[src/rtl/mul_div_if.sv]
// Handshake and data bundle between the control unit / register file and the
// multiply/divide unit. Port names follow the datapath signal names.
interface mul_div_if;
  logic        start;
  logic [1:0]  op;
  logic [31:0] rs_data;
  logic [31:0] rt_data;
  logic        hi_we;
  logic        lo_we;
  logic [31:0] wdata;
  logic        busy;
  logic        done;
  logic [31:0] hi;
  logic [31:0] lo;

  // start is taken only while busy=0; done pulses one cycle when HI/LO were
  // just written by a finished operation; hi_we/lo_we apply when busy=0 and start=0.
  modport master (
    output start, op, rs_data, rt_data, hi_we, lo_we, wdata,
    input  busy, done, hi, lo
  );

  modport slave (
    input  start, op, rs_data, rt_data, hi_we, lo_we, wdata,
    output busy, done, hi, lo
  );
endinterface

[src/rtl/mul_div_unit.sv]
// Iterative 32x32 multiply / 32/32 divide with architectural HI/LO registers.
// Fixed 34-cycle latency: 32 shift/add or shift/subtract steps plus a sign-fix cycle.
module mul_div_unit (
    input  logic           clk,
    input  logic           rst_n,
    mul_div_if.slave       bus,
    output logic [1:0]     dbg_state_o
);

    typedef enum logic [1:0] {
        S_IDLE = 2'd0,
        S_CALC = 2'd1,
        S_FIX  = 2'd2
    } state_t;

    state_t      state_q, state_d;
    logic [4:0]  cnt_q, cnt_d;
    logic        is_div_q, is_div_d;
    logic        neg_q, neg_d;
    logic        rneg_q, rneg_d;
    logic [63:0] work_q, work_d;
    logic [31:0] opnd_q, opnd_d;
    logic [31:0] a_orig_q, a_orig_d;
    logic [31:0] hi_q, hi_d;
    logic [31:0] lo_q, lo_d;
    logic        done_q, done_d;

    logic        a_neg, b_neg;
    logic [31:0] a_mag, b_mag;
    logic [32:0] mul_sum;
    logic [32:0] div_trial;
    logic [63:0] product;
    logic [31:0] quo, rem;

    always_ff @(posedge clk or negedge rst_n) begin
        if (!rst_n) begin
            state_q  <= S_IDLE;
            cnt_q    <= 5'd0;
            is_div_q <= 1'b0;
            neg_q    <= 1'b0;
            rneg_q   <= 1'b0;
            work_q   <= 64'd0;
            opnd_q   <= 32'd0;
            a_orig_q <= 32'd0;
            hi_q     <= 32'd0;
            lo_q     <= 32'd0;
            done_q   <= 1'b0;
        end else begin
            state_q  <= state_d;
            cnt_q    <= cnt_d;
            is_div_q <= is_div_d;
            neg_q    <= neg_d;
            rneg_q   <= rneg_d;
            work_q   <= work_d;
            opnd_q   <= opnd_d;
            a_orig_q <= a_orig_d;
            hi_q     <= hi_d;
            lo_q     <= lo_d;
            done_q   <= done_d;
        end
    end

    always_comb begin
        state_d  = state_q;
        cnt_d    = cnt_q;
        is_div_d = is_div_q;
        neg_d    = neg_q;
        rneg_d   = rneg_q;
        work_d   = work_q;
        opnd_d   = opnd_q;
        a_orig_d = a_orig_q;
        hi_d     = hi_q;
        lo_d     = lo_q;
        done_d   = 1'b0;

        // op[0]=1 selects the unsigned variants; 0x80000000 negates to itself,
        // which read as unsigned is exactly 2^31.
        a_neg = ~bus.op[0] & bus.rs_data[31];
        b_neg = ~bus.op[0] & bus.rt_data[31];
        a_mag = a_neg ? (32'd0 - bus.rs_data) : bus.rs_data;
        b_mag = b_neg ? (32'd0 - bus.rt_data) : bus.rt_data;

        // Multiply keeps {partial_product, multiplier} and shifts right;
        // divide keeps {remainder, quotient} and shifts left.
        mul_sum   = {1'b0, work_q[63:32]} + (work_q[0] ? {1'b0, opnd_q} : 33'd0);
        div_trial = work_q[63:31] - {1'b0, opnd_q};
        product   = neg_q ? (64'd0 - work_q) : work_q;
        quo       = work_q[31:0];
        rem       = work_q[63:32];

        case (state_q)
            S_IDLE: begin
                if (bus.start) begin
                    state_d  = S_CALC;
                    cnt_d    = 5'd0;
                    is_div_d = bus.op[1];
                    neg_d    = a_neg ^ b_neg;
                    rneg_d   = a_neg;
                    a_orig_d = bus.rs_data;
                    opnd_d   = bus.op[1] ? b_mag : a_mag;
                    work_d   = {32'd0, (bus.op[1] ? a_mag : b_mag)};
                end else begin
                    if (bus.hi_we) hi_d = bus.wdata;
                    if (bus.lo_we) lo_d = bus.wdata;
                end
            end
            S_CALC: begin
                if (is_div_q) begin
                    if (!div_trial[32]) work_d = {div_trial[31:0], work_q[30:0], 1'b1};
                    else                work_d = {work_q[62:0], 1'b0};
                end else begin
                    work_d = {mul_sum, work_q[31:1]};
                end
                cnt_d = cnt_q + 5'd1;
                if (cnt_q == 5'd31) state_d = S_FIX;
            end
            S_FIX: begin
                state_d = S_IDLE;
                done_d  = 1'b1;
                if (!is_div_q) begin
                    hi_d = product[63:32];
                    lo_d = product[31:0];
                end else if (opnd_q == 32'd0) begin
                    hi_d = a_orig_q;
                    lo_d = 32'hFFFF_FFFF;
                end else begin
                    hi_d = rneg_q ? (32'd0 - rem) : rem;
                    lo_d = neg_q  ? (32'd0 - quo) : quo;
                end
            end
            default: state_d = S_IDLE;
        endcase
    end

    assign bus.busy    = (state_q != S_IDLE);
    assign bus.done    = done_q;
    assign bus.hi      = hi_q;
    assign bus.lo      = lo_q;
    assign dbg_state_o = state_q;

endmodule

[src/flat_wrapper.sv]
// flat-port wrapper written by rule: the top's interface ports become plain ports
module mul_div_unit_flat 
  (clk, rst_n, dbg_state_o, bus_start, bus_op, bus_rs_data, bus_rt_data, bus_hi_we, bus_lo_we, bus_wdata, bus_busy, bus_done, bus_hi, bus_lo);
  mul_div_if bus_i ();
  input  logic clk;
  input  logic rst_n;
  output logic [1:0] dbg_state_o;
  input wire logic [$bits(bus_i.start)-1:0] bus_start;
  input wire logic [$bits(bus_i.op)-1:0] bus_op;
  input wire logic [$bits(bus_i.rs_data)-1:0] bus_rs_data;
  input wire logic [$bits(bus_i.rt_data)-1:0] bus_rt_data;
  input wire logic [$bits(bus_i.hi_we)-1:0] bus_hi_we;
  input wire logic [$bits(bus_i.lo_we)-1:0] bus_lo_we;
  input wire logic [$bits(bus_i.wdata)-1:0] bus_wdata;
  output wire logic [$bits(bus_i.busy)-1:0] bus_busy;
  output wire logic [$bits(bus_i.done)-1:0] bus_done;
  output wire logic [$bits(bus_i.hi)-1:0] bus_hi;
  output wire logic [$bits(bus_i.lo)-1:0] bus_lo;
  assign bus_i.start = bus_start;
  assign bus_i.op = bus_op;
  assign bus_i.rs_data = bus_rs_data;
  assign bus_i.rt_data = bus_rt_data;
  assign bus_i.hi_we = bus_hi_we;
  assign bus_i.lo_we = bus_lo_we;
  assign bus_i.wdata = bus_wdata;
  assign bus_busy = bus_i.busy;
  assign bus_done = bus_i.done;
  assign bus_hi = bus_i.hi;
  assign bus_lo = bus_i.lo;
  mul_div_unit u_core (.clk(clk), .rst_n(rst_n), .bus(bus_i), .dbg_state_o(dbg_state_o));
endmodule
[config.mk]
export PLATFORM = sky130hd
export DESIGN_NAME = mul_div_unit_flat
export DESIGN_NICKNAME = d
export VERILOG_FILES = /design/src/rtl/mul_div_if.sv /design/src/rtl/mul_div_unit.sv /design/src/flat_wrapper.sv
export SDC_FILE = /design/constraint.sdc
export NUM_CORES = 1
export LEC_CHECK = 0
export BUFFER_PORTS_ARGS = -buffer_cell sky130_fd_sc_hd__buf_2
export CAP_MARGIN = 20
export CORE_ASPECT_RATIO = 1.1
export CORE_MARGIN = 3
export CORE_UTILIZATION = 35
export DETAILED_ROUTE_END_ITERATION = 12
export GPL_TIMING_DRIVEN = 0
export PLACE_DENSITY = 0.6
export SLEW_MARGIN = 20
export SYNTH_ARGS = -nofsm -noshare
export SYNTH_HDL_FRONTEND = slang
export SYNTH_SLANG_ARGS = --single-unit
[constraint.sdc]
create_clock -name clk -period 8.9 [get_ports clk]
set_input_delay 0.89 -clock clk [delete_from_list [all_inputs] [get_ports clk]]
set_output_delay 0.89 -clock clk [all_outputs]
set_load 0.01 [all_outputs]
Word-level counts from Yosys, hierarchy flattened
Index checks and enable logic that the tools add are counted.

word-level totals
  bits in registers = 203
  bits of input ports = 103
  output and inout bits = 68
  word-level logic and storage cells = 69

operators by class
  $add $sub $neg = 8
  eq/ne operators = 8
  muxes and demuxes = 28
  bitwise logic cells = 4
  reductions and logical operators = 10

operators by type and width
  kind                   count
  $mux 32                15
  $mux 64                4
  $pmux 32 s2            2
  $pmux 64 s2            1
  $sub 1x32->32 const A  4
  $sub 1x64->64 const A  1
  $add 32x33->33         1
  $sub 33x32->33         1
  $logic_not 32->1       1
  $pmux 5 s2             1
  $ne 2x2->1 const B     4
  $reduce_and 2->1       3
  $reduce_and 3->1       2
  $reduce_bool 2->1      3
  $add 5x1->5 const B    1
  $eq 5x5->1 const B     1
  $mux 5                 1
  $mux 2                 2
  $pmux 2 s2             1
  $and 1x1->1            2
  $eq 2x1->1 const B     1
  $eq 2x2->1 const B     1
  $logic_not 2->1        1
  $ne 2x1->1 const B     1
  other kinds (3)        3

Depth between registers and ports, before layout
Gate-level depths: netlist (run 1).

  depth in word-level cells = 6
  gate-level depth with buffers = 15
  mapped depth without buffers = 13

Worst setup path after synthesis (run 1)
Ideal clock, no wire load.

  path type = reg2reg
  from = register u_core.work_q[31]
  to = register u_core.work_q[50]
  library setup time = 0.132 ns
  arrival time = 3.349 ns
  required time = 8.768 ns
  setup slack = 5.418 ns
  cell stages (with the launch flop) = 16
  buffers on the path = 3
  period minus slack after synthesis = 3.482 ns
  cell sequence = dfrtp_1 > clkbuf_1 > inv_1 > ha_1 > fa_1 > nor2b_1 > o2111ai_1 > a21boi_1 > a22o_1 > a41oi_1 > and3b_1 > clkbuf_1 > nor2_2 > buf_2 > mux2i_1 > o21ai_1

on the way
  word-level cells in the longest chain between the ends = 4

RTL lines
  item                      line                 RTL
  start: declaration        mul_div_unit.sv:21   logic [63:0] work_q, work_d;
  start signal: assignment  mul_div_unit.sv:54   work_q <= work_d;
  $sub 33x32->33            mul_div_unit.sv:86   div_trial = work_q[63:31] - {1'b0, opnd_q};
  $mux 64                   mul_div_unit.sv:109  if (!div_trial[32]) work_d = {div_trial[31:0], work_q[30:0], 1'b1};
  $mux 64                   mul_div_unit.sv:108  if (is_div_q) begin
  $pmux 64 s2               mul_div_unit.sv:91   case (state_q)

No other way between the ends.
A chain may end at the register's enable or synchronous reset.

Worst setup path after layout (run 1)
  from = register u_core.work_q[31]
  to = register u_core.work_q[55]

Same word-level chain as after synthesis.

==> impl_metrics.csv, run 1 <==
group,metric,value,unit
run_status,outcome,"completed",
pwr,comb_power_share,0.637,
placed_design,dp.cells,3033,
setup_path,critPathBufInv,4,
placed_design,gp_congestion,1.012,
synthesis,syn_nets,2385,
setup_path,r2r_cells,15,
clock_network,clk_pin_slew_worst_paths,70,ps
sta,slew_violations,0,
setup_path,critical_path_class,"flip-flop to flip-flop",
placed_design,portBuffers,169,
setup_path,crit_required,9360,ps
pwr,swShare,0.5127,
final_layout,final_cells,3077,
pwr,irDropWorstVdd,0.0001706,V
clock_network,cts_hold_buf,0,
clock_network,post_cts_buffers,0,
grt,grt_overflow_total,0,
setup_path,crit_chain,"clkbuf_1 -> inv_1 -> ha_1 -> fa_1 -> nor2b_1 -> o2111ai_1 -> a21boi_1 -> a22o_1 -> a41oi_1 -> and3b_1 -> clkbuf_1 -> nor2_2 -> buf_2 -> nand2_1 -> o221ai_1",
grt,grt_max_degree,98,
floorplanning,initial_core_util,0.3549,
synthesis,synth_flop_cell,"dfrtp_1",
drt,vias_per_cell,5.848,
pwr,power_frac_seq,0.233,
setup_path,r2r_end,"u_core.work_q[55]",
run,cap_violations,0,
synthesis,synth_top_family_by_area,"compound AO/OA/AOI/OAI gates",
drt,drtPass1Iterations,6,
synthesis,ys_async_sr_fraction,1.000,
setup_path,path_common_cell,"clkbuf_1",
setup_path,critical_path.startpoint_type,"flip-flop",
grt,grt_pass1_vias,17083,
drt,drc,0,
setup_path,arrival,5490,ps
grt,grt.total_usage,0.2775,
sta,final.min_clock_period,5025,ps
clock_network,cts_sinks,203,
clock_network,root_buffer,"clkbuf_16",
synthesis,synthXorXnorAreaFrac,0.1002,
drt,drtIter0Drc,1575,
sta,finalHoldViolations,0,
sta,fin_skew,25.13,ps
sta,setup_violations,0,
floorplanning,die_x,218.6,um
clock_network,cts.repair.resized,0,
sta,fin_setup_tns,0,ps
pwr,powerDensity,400.0,nW/um^2
synthesis,syn_inst,2210,
drt,ant_nets,0,
pwr,p_int,0.003892,W
synthesis,synth_fa_ha_area_frac,0.05264,
synthesis,synth-edff-count,0,
final_layout,areaGrowthSynthToFinish,14.76,%
synthesis,synth.distinct_cells,90,
setup_path,timing.rr.start,"u_core.work_q[31]",
setup_path,worstPathMaxFanout,10,
synthesis,synth_simple_gate_area_frac,0.1933,
synthesis,ys_ff_latch,203,
pwr,p_leak,8.405,nW
sta,fmax,199.0,MHz
clock_network,clk_path_buf_depth,3,
setup_path,cpMaxStageDelayCell,"nor2_2",
drt,wirelength,74860,um
synthesis,syn_avg_cell_area,7.872,sq um
clock_network,clock_latency,560,ps
clock_network,htree_levels,1,
final_layout,n_fill_cell,5008,
placed_design,dpl.hpwl,60970,um
sta,fin_crit_sh,0.5646,
drt,num_vias,17993,
pwr,p_sw,0.004094,W
setup_path,rrSetupSlack,3880,ps
setup_path,end_kind,"flip-flop",
pwr,power,0.007986,W
sta,rsz0062_at_grt,"false",
sta,hold_ws,164.7,ps
clock_network,cts_tree,"built",
synthesis,syn_area,17400,sq um
sta,worst_pin_slew,1170,ps
grt,grt_pass1_wl,110700,um
floorplanning,die_area,52420,sq um
floorplanning,core_area,49030,sq um
floorplanning,rows,85,
pwr,clkPwrFrac,0.131,
setup_path,cp_top_family,"compound AO/OA/AOI/OAI gates",
final_layout,layout-drive-gt1-share,0.1159,
setup_path,crit_start,"u_core.work_q[31]",
synthesis,ys_seq_area_frac,0.2920,
floorplanning,die_y,239.8,um
setup_path,cpPeakStageDelay,590,ps
drt,drt-wirelength-per-cell,24.33,um
hold_path,min_path_type,"input pin to asynchronous set/reset pin",
synthesis,yosys_warnings,0,
clock_network,numCtsBuffers,25,
synthesis,synth-compound-area-share,0.2462,
final_layout,nNetsFinal,2583,
grt,antenna_found_initial,0,
final_layout,n_antenna_cell,0,
sta,slew_headroom,0.1996,
synthesis,synth_mux_area_frac,0.05343,
floorplanning,pin_count,171,
[per-stage QoR]
step / instance area, sq um / worst slack, ps / util
finish: 19970 / 3875 / 0.4072
floorplan: 17400 / 5418 / -
global placement: 19060 / 3381 / 0.3887
CTS: 19970 / 3999 / 0.4072
global route: 19970 / 3629 / 0.4072
detailed placement: 19130 / 4012 / 0.3902
[cell type report]
| class | instances | area [sq um] | share of cell area |
|---|---|---|---|
| sequential | 203 | 5080 | 0.2544 |
| multi-input combinational | 1771 | 11240 | 0.5630 |
| tap | 652 | 815.8 | 0.04086 |
| buffer | 166 | 820.8 | 0.04111 |
| clock inverter | 11 | 120.1 | 0.006016 |
| inverter | 70 | 262.8 | 0.01316 |
| clock buffer | 33 | 715.7 | 0.03584 |
| timing repair buffer | 171 | 910.9 | 0.04562 |
[cells in the mapped netlist (all sizes together), types with 27 or more instances]
library cell / number / area share
nand2: 309 / 0.067
a21o: 27 / 0.012
clkbuf: 122 / 0.028
buf: 43 / 0.019
ha: 70 / 0.050
o21ai: 224 / 0.065
xor2: 105 / 0.053
o221ai: 31 / 0.016
nor2: 185 / 0.040
a21oi: 195 / 0.056
dfrtp: 203 / 0.29
xnor2: 94 / 0.047
mux2i: 85 / 0.049
inv: 70 / 0.015
o31ai: 30 / 0.013
[worst reg2reg max path, delay by kind of cell (launching register included)]
kind | cells | cell delay [ps]
compound gates | 5 | 1500
fa+ha+maj | 2 | 650
buf+inv | 4 | 1220
flops | 1 | 320
simple gates | 4 | 1270
[logic make-up after synthesis]
family	count (synthesis)
xor+xnor	199
fa+ha+maj	72
buf+inv	236
simple gates	718
flops	203
mux	92
compound gates	690
[per-layer routing]
layer,vias to the layer above,wire length [um],GRT usage
li1,8327,-,-
met1,8735,31420,0.3719
met2,774,34320,0.4493
met3,157,5418,0.03616
met4,0,3705,0.1196
met5,-,0,0
[state kept, by name, indices dropped and copies added (netlist names)]
signal	count
u_core.bus.done	1
u_core.is_div_q	1
u_core.opnd_q	32
u_core.dbg_state_o	2
u_core.neg_q	1
u_core.rneg_q	1
u_core.bus.hi	32
u_core.cnt_q	5
u_core.a_orig_q	32
u_core.bus.lo	32
u_core.work_q	64
[power groups by stage]
| stage | registers, W | clock network, W | logic [W] |
|---|---|---|---|
| final | 0.00186 | 0.00104 | 0.00508 |
| after global routing | 0.00190 | 0.00109 | 0.00554 |
| after CTS | 0.00183 | 0.00105 | 0.00501 |
| after detailed placement | 0.00185 | 0 | 0.00498 |
| after global placement | 0.00184 | 0 | 0.00493 |
| after floorplan | 0.00169 | 0 | 0.00349 |
[worst max path at each step]
stage,end,slack (ps),depth (start not counted)
after global placement,u_core.work_q[61],3380,1
final,u_core.work_q[55],3880,15
after floorplan,u_core.work_q[50],5420,15
after global routing,u_core.work_q[61],3630,15
after detailed placement,u_core.work_q[55],4010,15
after CTS,u_core.work_q[55],4000,15
[cells in the final DEF, fill, tap and decap left out, drive strengths merged, types with 8 or more instances in the layout]
| cell type | synthesis | routed |
|---|---|---|
| a31oi | 15 | 15 |
| nor3 | 25 | 25 |
| o21bai | 12 | 12 |
| or2 | 11 | 11 |
| buf | 43 | 214 |
| o211ai | 11 | 11 |
| a21o | 27 | 27 |
| nand3 | 16 | 16 |
| dfrtp | 203 | 203 |
| a2111oi | 8 | 8 |
| xor2 | 105 | 105 |
| mux2i | 85 | 85 |
| o221ai | 31 | 31 |
| ha | 70 | 70 |
| a221o | 21 | 21 |
| nor4 | 25 | 25 |
| a22oi | 20 | 20 |
| xnor2 | 94 | 94 |
| o21a | 13 | 13 |
| inv | 70 | 72 |
| o31ai | 30 | 30 |
| and3 | 8 | 8 |
| a21oi | 195 | 195 |
| or3 | 25 | 25 |
| nand4 | 24 | 24 |
| nand2 | 309 | 309 |
| nor2 | 185 | 185 |
| o41ai | 13 | 13 |
| nor2b | 16 | 16 |
| o21ai | 224 | 224 |
| or4 | 21 | 21 |
| clkbuf | 122 | 155 |
| a211oi | 9 | 9 |
| o22ai | 14 | 14 |
| nand2b | 23 | 23 |
(Power assumes the default switching activity.)
==> run 2, diff against run 1 <==
Clock period 8.9 ns to 4.7 ns, I/O delays scaled along.
==> run 2 against run 1 <==
  * Sequential share of layout area down 0.10 points
  * Non-clock buffer count up 7
  * Clock skew up 1.1 ps
  * Sequential power up 90%
  * Via count about the same
  * Cell area up 0.41%
  * Combinational power up 92%
  * Count of clock-buffer cells in the layout unchanged
  * Total power up 91%
  * Critical path type unchanged
  * Critical endpoint is now u_core.bus.hi[16]
  * Largest power group unchanged
  * Highest routed layer unchanged
==> impl_metrics.csv, run 2 (synthesis results as in run 1) <==
group,metric,value,unit
grt,grt_pass1_vias,17101,
sta,fin_crit_sh,0.9762,
placed_design,place_area,19130,sq um
setup_path,crit_required,5090,ps
pwr,irDropWorstVdd,0.0003246,V
grt,antenna_found_initial,0,
drt,wirelength,75030,um
pwr,powerDensity,761.2,nW/um^2
setup_path,arrival,4980,ps
drt,drc,0,
drt,drtIter0Drc,1630,
setup_path,end_kind,"flip-flop",
clock_network,clk_pin_slew_worst_paths,60,ps
final_layout,finish.instance_area,20050,sq um
floorplanning,core_area,49030,sq um
setup_path,cpPeakStageDelay,710,ps
floorplanning,die_y,239.8,um
final_layout,nNetsFinal,2590,
final_layout,n_fill_cell,4998,
sta,rsz0062_at_grt,"false",
clock_network,clock_latency,570,ps
sta,setup_violations,0,
drt,wl_met3,5253,um
setup_path,critical_path_class,"flip-flop to flip-flop",
run_status,outcome,"completed",
final_layout,n_antenna_cell,0,
drt,drtPass1Iterations,5,
drt,vias_per_cell,5.837,
clock_network,numCtsBuffers,25,
setup_path,cpMaxStageDelayCell,"a2111oi_1",
drt,met1_length,31710,um
sta,fin_skew,26.23,ps
clock_network,cts_sinks,203,
setup_path,critical_path.startpoint_type,"flip-flop",
setup_path,crit_chain,"inv_1 -> buf_1 -> ha_1 -> nand2b_1 -> nor4_1 -> nand4_1 -> clkbuf_1 -> o21ai_0 -> xor2_1 -> nor2_1 -> a2111oi_1 -> a21oi_1",
drt,num_vias,18000,
hold_path,min_path_type,"input pin to flip-flop",
floorplanning,die_area,52420,sq um
clock_network,root_buffer,"clkbuf_16",
grt,grt_overflow_total,0,
clock_network,clk_path_buf_depth,3,
floorplanning,die_x,218.6,um
sta,slew_headroom,0.2482,
sta,slew_violations,0,
grt,grt.total_usage,0.2775,
drt,dr_wl_met2,34370,um
placed_design,dpl.hpwl,60970,um
floorplanning,initial_core_util,0.3549,
drt,route.top_layer_used,"met4",
final_layout,largest-register,"u_core.work_q",
final_layout,layout-drive-gt1-share,0.1188,
sta,finalHoldViolations,0,
clock_network,htree_levels,1,
final_layout,final_cell_mix,"nand2_1, dfrtp_1, a21oi_1, nor2_1, o21ai_0",
sta,final.min_clock_period,4588,ps
floorplanning,pin_count,171,
placed_design,gp_congestion,1.012,
final_layout,largest_register_ffs,64,
sta,worst_pin_slew,1099,ps
final_layout,final_common_cell,"nand2_1",
drt,ant_nets,0,
setup_path,worstPathMaxFanout,10,
sta,fmax,217.9,MHz
drt,drt-wirelength-per-cell,24.33,um
grt,grt_max_degree,98,
run,cap_violations,0,
clock_network,cts_tree,"built",
final_layout,areaGrowthSynthToFinish,15.23,%
final_layout,utilization,0.4089,
placed_design,portBuffers,169,
grt,grt_pass1_wl,110700,um
floorplanning,rows,85,
pwr,p_leak,8.443,nW
-- run 2: changes by cell type in the layout (fill, tap and decap cells not counted), sizes merged --
| cell | change |
|---|---|
| buf | +6 |
| dlygate4sd3 | +1 |
-- run 2: worst paths after layout --
check                               startpoint             endpoint  slack [ps]  cells after the start
setup / recovery              u_core.work_q[0]    u_core.bus.hi[16]         110                     12
max in group asynchronous                rst_n  u_core.a_orig_q[20]        3620                      3
hold / removal                 bus_rs_data[29]  u_core.a_orig_q[29]         160                      3
min in group asynchronous                rst_n     u_core.work_q[9]         340                      2
setup reg to reg              u_core.work_q[0]    u_core.bus.hi[16]         110                     12
hold reg to reg            u_core.a_orig_q[19]  u_core.a_orig_q[19]         480                      2
-- run 2: timing repair --
action / in CTS / in global routing
endpoints found under the setup margin: 20 / 28
endpoints found under the hold margin: 17 / 0
pin swaps: 0 / 1
resized for setup: 1 / 3
hold buffers: 1 / 0
buffers inserted: 0 / 6
gates cloned: 0 / 0
-- run 2: per-layer routing --
metal	track usage	vias up
met3	0.03616	159
met5	0	-
met1	0.3718	8720
met2	0.4488	767
li1	-	8354
met4	0.1210	0
-- run 2: critical path, delay by kind of cell (launching register included) --
kind	cells	cell delay, ps
compound gates	3	1100
xor+xnor	1	170
fa+ha+maj	1	280
buf+inv	3	1300
flops	1	490
simple gates	4	1080
-- run 2: per-stage QoR --
stage	setup TNS [ps]	worst slack [ps]	hold slack (ps)	cells	power, W
6_report	0	111.7	161.4	3084	0.01526
5_1_grt	0	19.02	166.7	3084	0.01627
4_1_cts	0	24.11	147.5	3078	0.01496
3_5_place_dp	-1502	-188.5	311.8	3033	0.01293
3_3_place_gp	-76780	-399.3	464.9	3031	0.01282
2_1_floorplan	0	1218	174.4	2210	0.009812
-- run 2: layout make-up --
cell class | instances | area (sq um) | area share
multi-input combinational | 1771 | 11250 | 0.5614
buffer | 166 | 820.8 | 0.04094
clock buffer | 33 | 715.7 | 0.03570
tap | 652 | 815.8 | 0.04069
timing repair buffer | 178 | 978.4 | 0.04880
clock inverter | 11 | 120.1 | 0.005991
sequential | 203 | 5080 | 0.2534
inverter | 70 | 262.8 | 0.01311
-- run 2: report_power, final --
part | switching (W) | internal, W | leakage (nW)
clock network | 0.000847 | 0.00114 | 0.411
logic | 0.00599 | 0.00376 | 5.55
registers | 0.000963 | 0.00256 | 2.48
==> run 3, diff against run 2 <==
--- a/config.mk
+++ b/config.mk
@@ -15,2 +15,3 @@
 export PLACE_DENSITY = 0.6
+export REMOVE_ABC_BUFFERS = 1
 export SLEW_MARGIN = 20
==> constraint.sdc (replaced) <==
create_clock -name clk -period 4.7 [get_ports clk]
set_input_delay 0.235 -clock clk [delete_from_list [all_inputs] [get_ports clk]]
set_output_delay 0.235 -clock clk [all_outputs]
set_load 0.01 [all_outputs]
==> run 3 against run 2 <==
  * Register-to-register slack improved by 150 ps
  * Clock skew fell by 14 ps
  * Total power fell by 5.3%
  * Via count shrank 5.5%
  * Sequential power grew 7.1%
  * Sequential cell count did not move
  * Cell area grew 0.39%
  * Highest routed layer unchanged
==> impl_metrics.csv, run 3 (synthesis results as in run 1) <==
group,metric,value,unit
clock_network,numCtsBuffers,25,
clock_network,clk_path_buf_depth,3,
clock_network,cts_tree,"built",
final_layout,n_fill_cell,5021,
final_layout,largest_register_ffs,64,
drt,drc,0,
drt,ant_nets,0,
setup_path,crit_start,"u_core.work_q[31]",
final_layout,areaGrowthSynthToFinish,15.68,%
setup_path,setup.worst_path.end,"u_core.work_q[59]",
pwr,irDropWorstVdd,0.0003341,V
placed_design,portBuffers,170,
drt,wl_met3,3995,um
placed_design,dpl.hpwl,45970,um
drt,met1_length,26490,um
sta,final.min_clock_period,4437,ps
floorplanning,die_y,239.8,um
floorplanning,die_x,218.6,um
drt,wirelength,60700,um
sta,setup_violations,0,
grt,grt.total_usage,0.2238,
drt,vias_per_cell,5.702,
setup_path,cpPeakStageDelay,550,ps
pwr,powerDensity,717.7,nW/um^2
drt,drt-wirelength-per-cell,20.34,um
grt,grt_overflow_total,0,
floorplanning,die_area,52420,sq um
sta,slew_violations,0,
floorplanning,core_area,49030,sq um
grt,grt_pass1_wl,93070,um
sta,worst_pin_slew,1099,ps
drt,route.top_layer_used,"met4",
setup_path,cp.depth,12,
drt,dr_wl_met2,28360,um
setup_path,worstPathMaxFanout,9,
sta,rsz0062_at_grt,"false",
final_layout,final_cell_mix,"nand2_1, dfrtp_1, a21oi_1, nor2_1, o21ai_0",
setup_path,arrival,4860,ps
setup_path,rrSetupSlack,260,ps
setup_path,critical_path_class,"flip-flop to flip-flop",
floorplanning,rows,85,
sta,finalHoldViolations,0,
final_layout,layout-drive-gt1-share,0.1251,
setup_path,cp_top_family,"compound AO/OA/AOI/OAI gates",
floorplanning,pin_count,171,
hold_path,min_path_type,"input pin to flip-flop",
clock_network,clock_latency,540,ps
run,cap_violations,0,
setup_path,crit_chain,"inv_1 -> ha_1 -> fa_1 -> nor2b_1 -> o2111ai_1 -> a21boi_1 -> a22o_1 -> a41oi_1 -> a21boi_2 -> or2_1 -> o21ai_1 -> a221o_1",
clock_network,cts_sinks,203,
sta,fin_setup_tns,0,ps
clock_network,root_buffer,"clkbuf_16",
setup_path,critical_path.startpoint_type,"flip-flop",
drt,num_vias,17015,
sta,fmax,225.4,MHz
drt,drtIter0Drc,1622,
grt,grt_max_degree,95,
clock_network,htree_levels,1,
sta,fin_skew,11.81,ps
setup_path,cpMaxStageDelayCell,"or2_1",
grt,grt_pass1_vias,16148,
setup_path,critPathBufInv,1,
setup_path,r2r_cells,12,
floorplanning,initial_core_util,0.3549,
final_layout,largest-register,"u_core.work_q",
setup_path,timing.rr.start,"u_core.work_q[31]",
final_layout,final_common_cell,"nand2_1",
run_status,outcome,"completed",
setup_path,r2r_end,"u_core.work_q[59]",
grt,antenna_found_initial,5,
sta,hold_ws,21.02,ps
final_layout,nNetsFinal,2484,
pwr,p_leak,8.462,nW
setup_path,crit_required,5130,ps
drt,drtPass1Iterations,5,
sta,slew_headroom,0.2653,
sta,fin_crit_sh,0.9441,
placed_design,gp_congestion,0.9296,
setup_path,end_kind,"flip-flop",
clock_network,clk_pin_slew_worst_paths,70,ps
==> run 3: layout make-up <==
| class | count | area, sq um | share of cell area |
|---|---|---|---|
| flip-flops and latches | 203 | 5086 | 0.2527 |
| clock inverters | 15 | 188.9 | 0.009387 |
| repair buffers | 238 | 1732 | 0.08604 |
| clock buffers | 30 | 694.4 | 0.03450 |
| diodes | 5 | 12.51 | 0.0006217 |
| well taps | 652 | 815.8 | 0.04053 |
| multi-input cells | 1771 | 11330 | 0.5630 |
| inverters | 70 | 265.3 | 0.01318 |
==> run 3: where the power goes <==
part	switching, W	total [W]	internal (W)
Sequential	0.00122	0.00378	0.00256
Combinational	0.00496	0.00855	0.00360
Clock	0.000840	0.00211	0.00127
Total	0.00702	0.0144	0.00743
==> run 3: what timing repair did <==
action / 4_1_cts / 5_1_grt
pin swaps: 0 / 1
endpoints found under the setup margin: 2 / 4
hold endpoints to repair: 114 / 0
cloned: 0 / 0
hold buffers: 49 / 0
buffers inserted: 0 / 3
resized for setup: 1 / 1
==> run 3: worst register-to-register path, cell delays in order, from the launching register on <==
cell and delay [ps]:
dfrtp_1 520, inv_1 240, ha_1 270, fa_1 390
nor2b_1 210, o2111ai_1 170, a21boi_1 360, a22o_1 370
a41oi_1 220, a21boi_2 540, or2_1 550, o21ai_1 160
a221o_1 340
==> run 3: stage by stage <==
stage | area (sq um) | power [W] | instances | worst slack [ps] | util
after floorplan | 16580 | 0.009484 | 2044 | 832.6 | -
after global placement | 18240 | 0.01191 | 2866 | -1977 | 0.3721
after detailed placement | 18700 | 0.01217 | 2882 | -95.94 | 0.3814
after CTS | 20080 | 0.01438 | 2976 | 129.2 | 0.4096
after global routing | 20130 | 0.01558 | 2984 | 101.3 | 0.4105
final | 20130 | 0.01445 | 2984 | 262.8 | 0.4105
==> run 3: layer usage <==
metal,vias up,global-route usage
li1,8108,-
met1,8179,0.3054
met2,619,0.3668
met3,109,0.03248
met4,0,0.06821
met5,-,0
==> run 3: how the worst min path moves through the flow <==
| stage | start | end | slack (ps) | depth (start not counted) |
|---|---|---|---|---|
| floorplan | rst_n | u_core.a_orig_q[0] | -60 | 0 |
| global placement | u_core.bus.lo[0] | u_core.bus.lo[0] | 460 | 2 |
| detailed placement | rst_n | u_core.work_q[36] | 170 | 1 |
| CTS | bus_wdata[8] | u_core.bus.hi[8] | 1 | 3 |
| global route | bus_wdata[8] | u_core.bus.hi[8] | 10 | 3 |
| finish | bus_wdata[8] | u_core.bus.hi[8] | 20 | 3 |
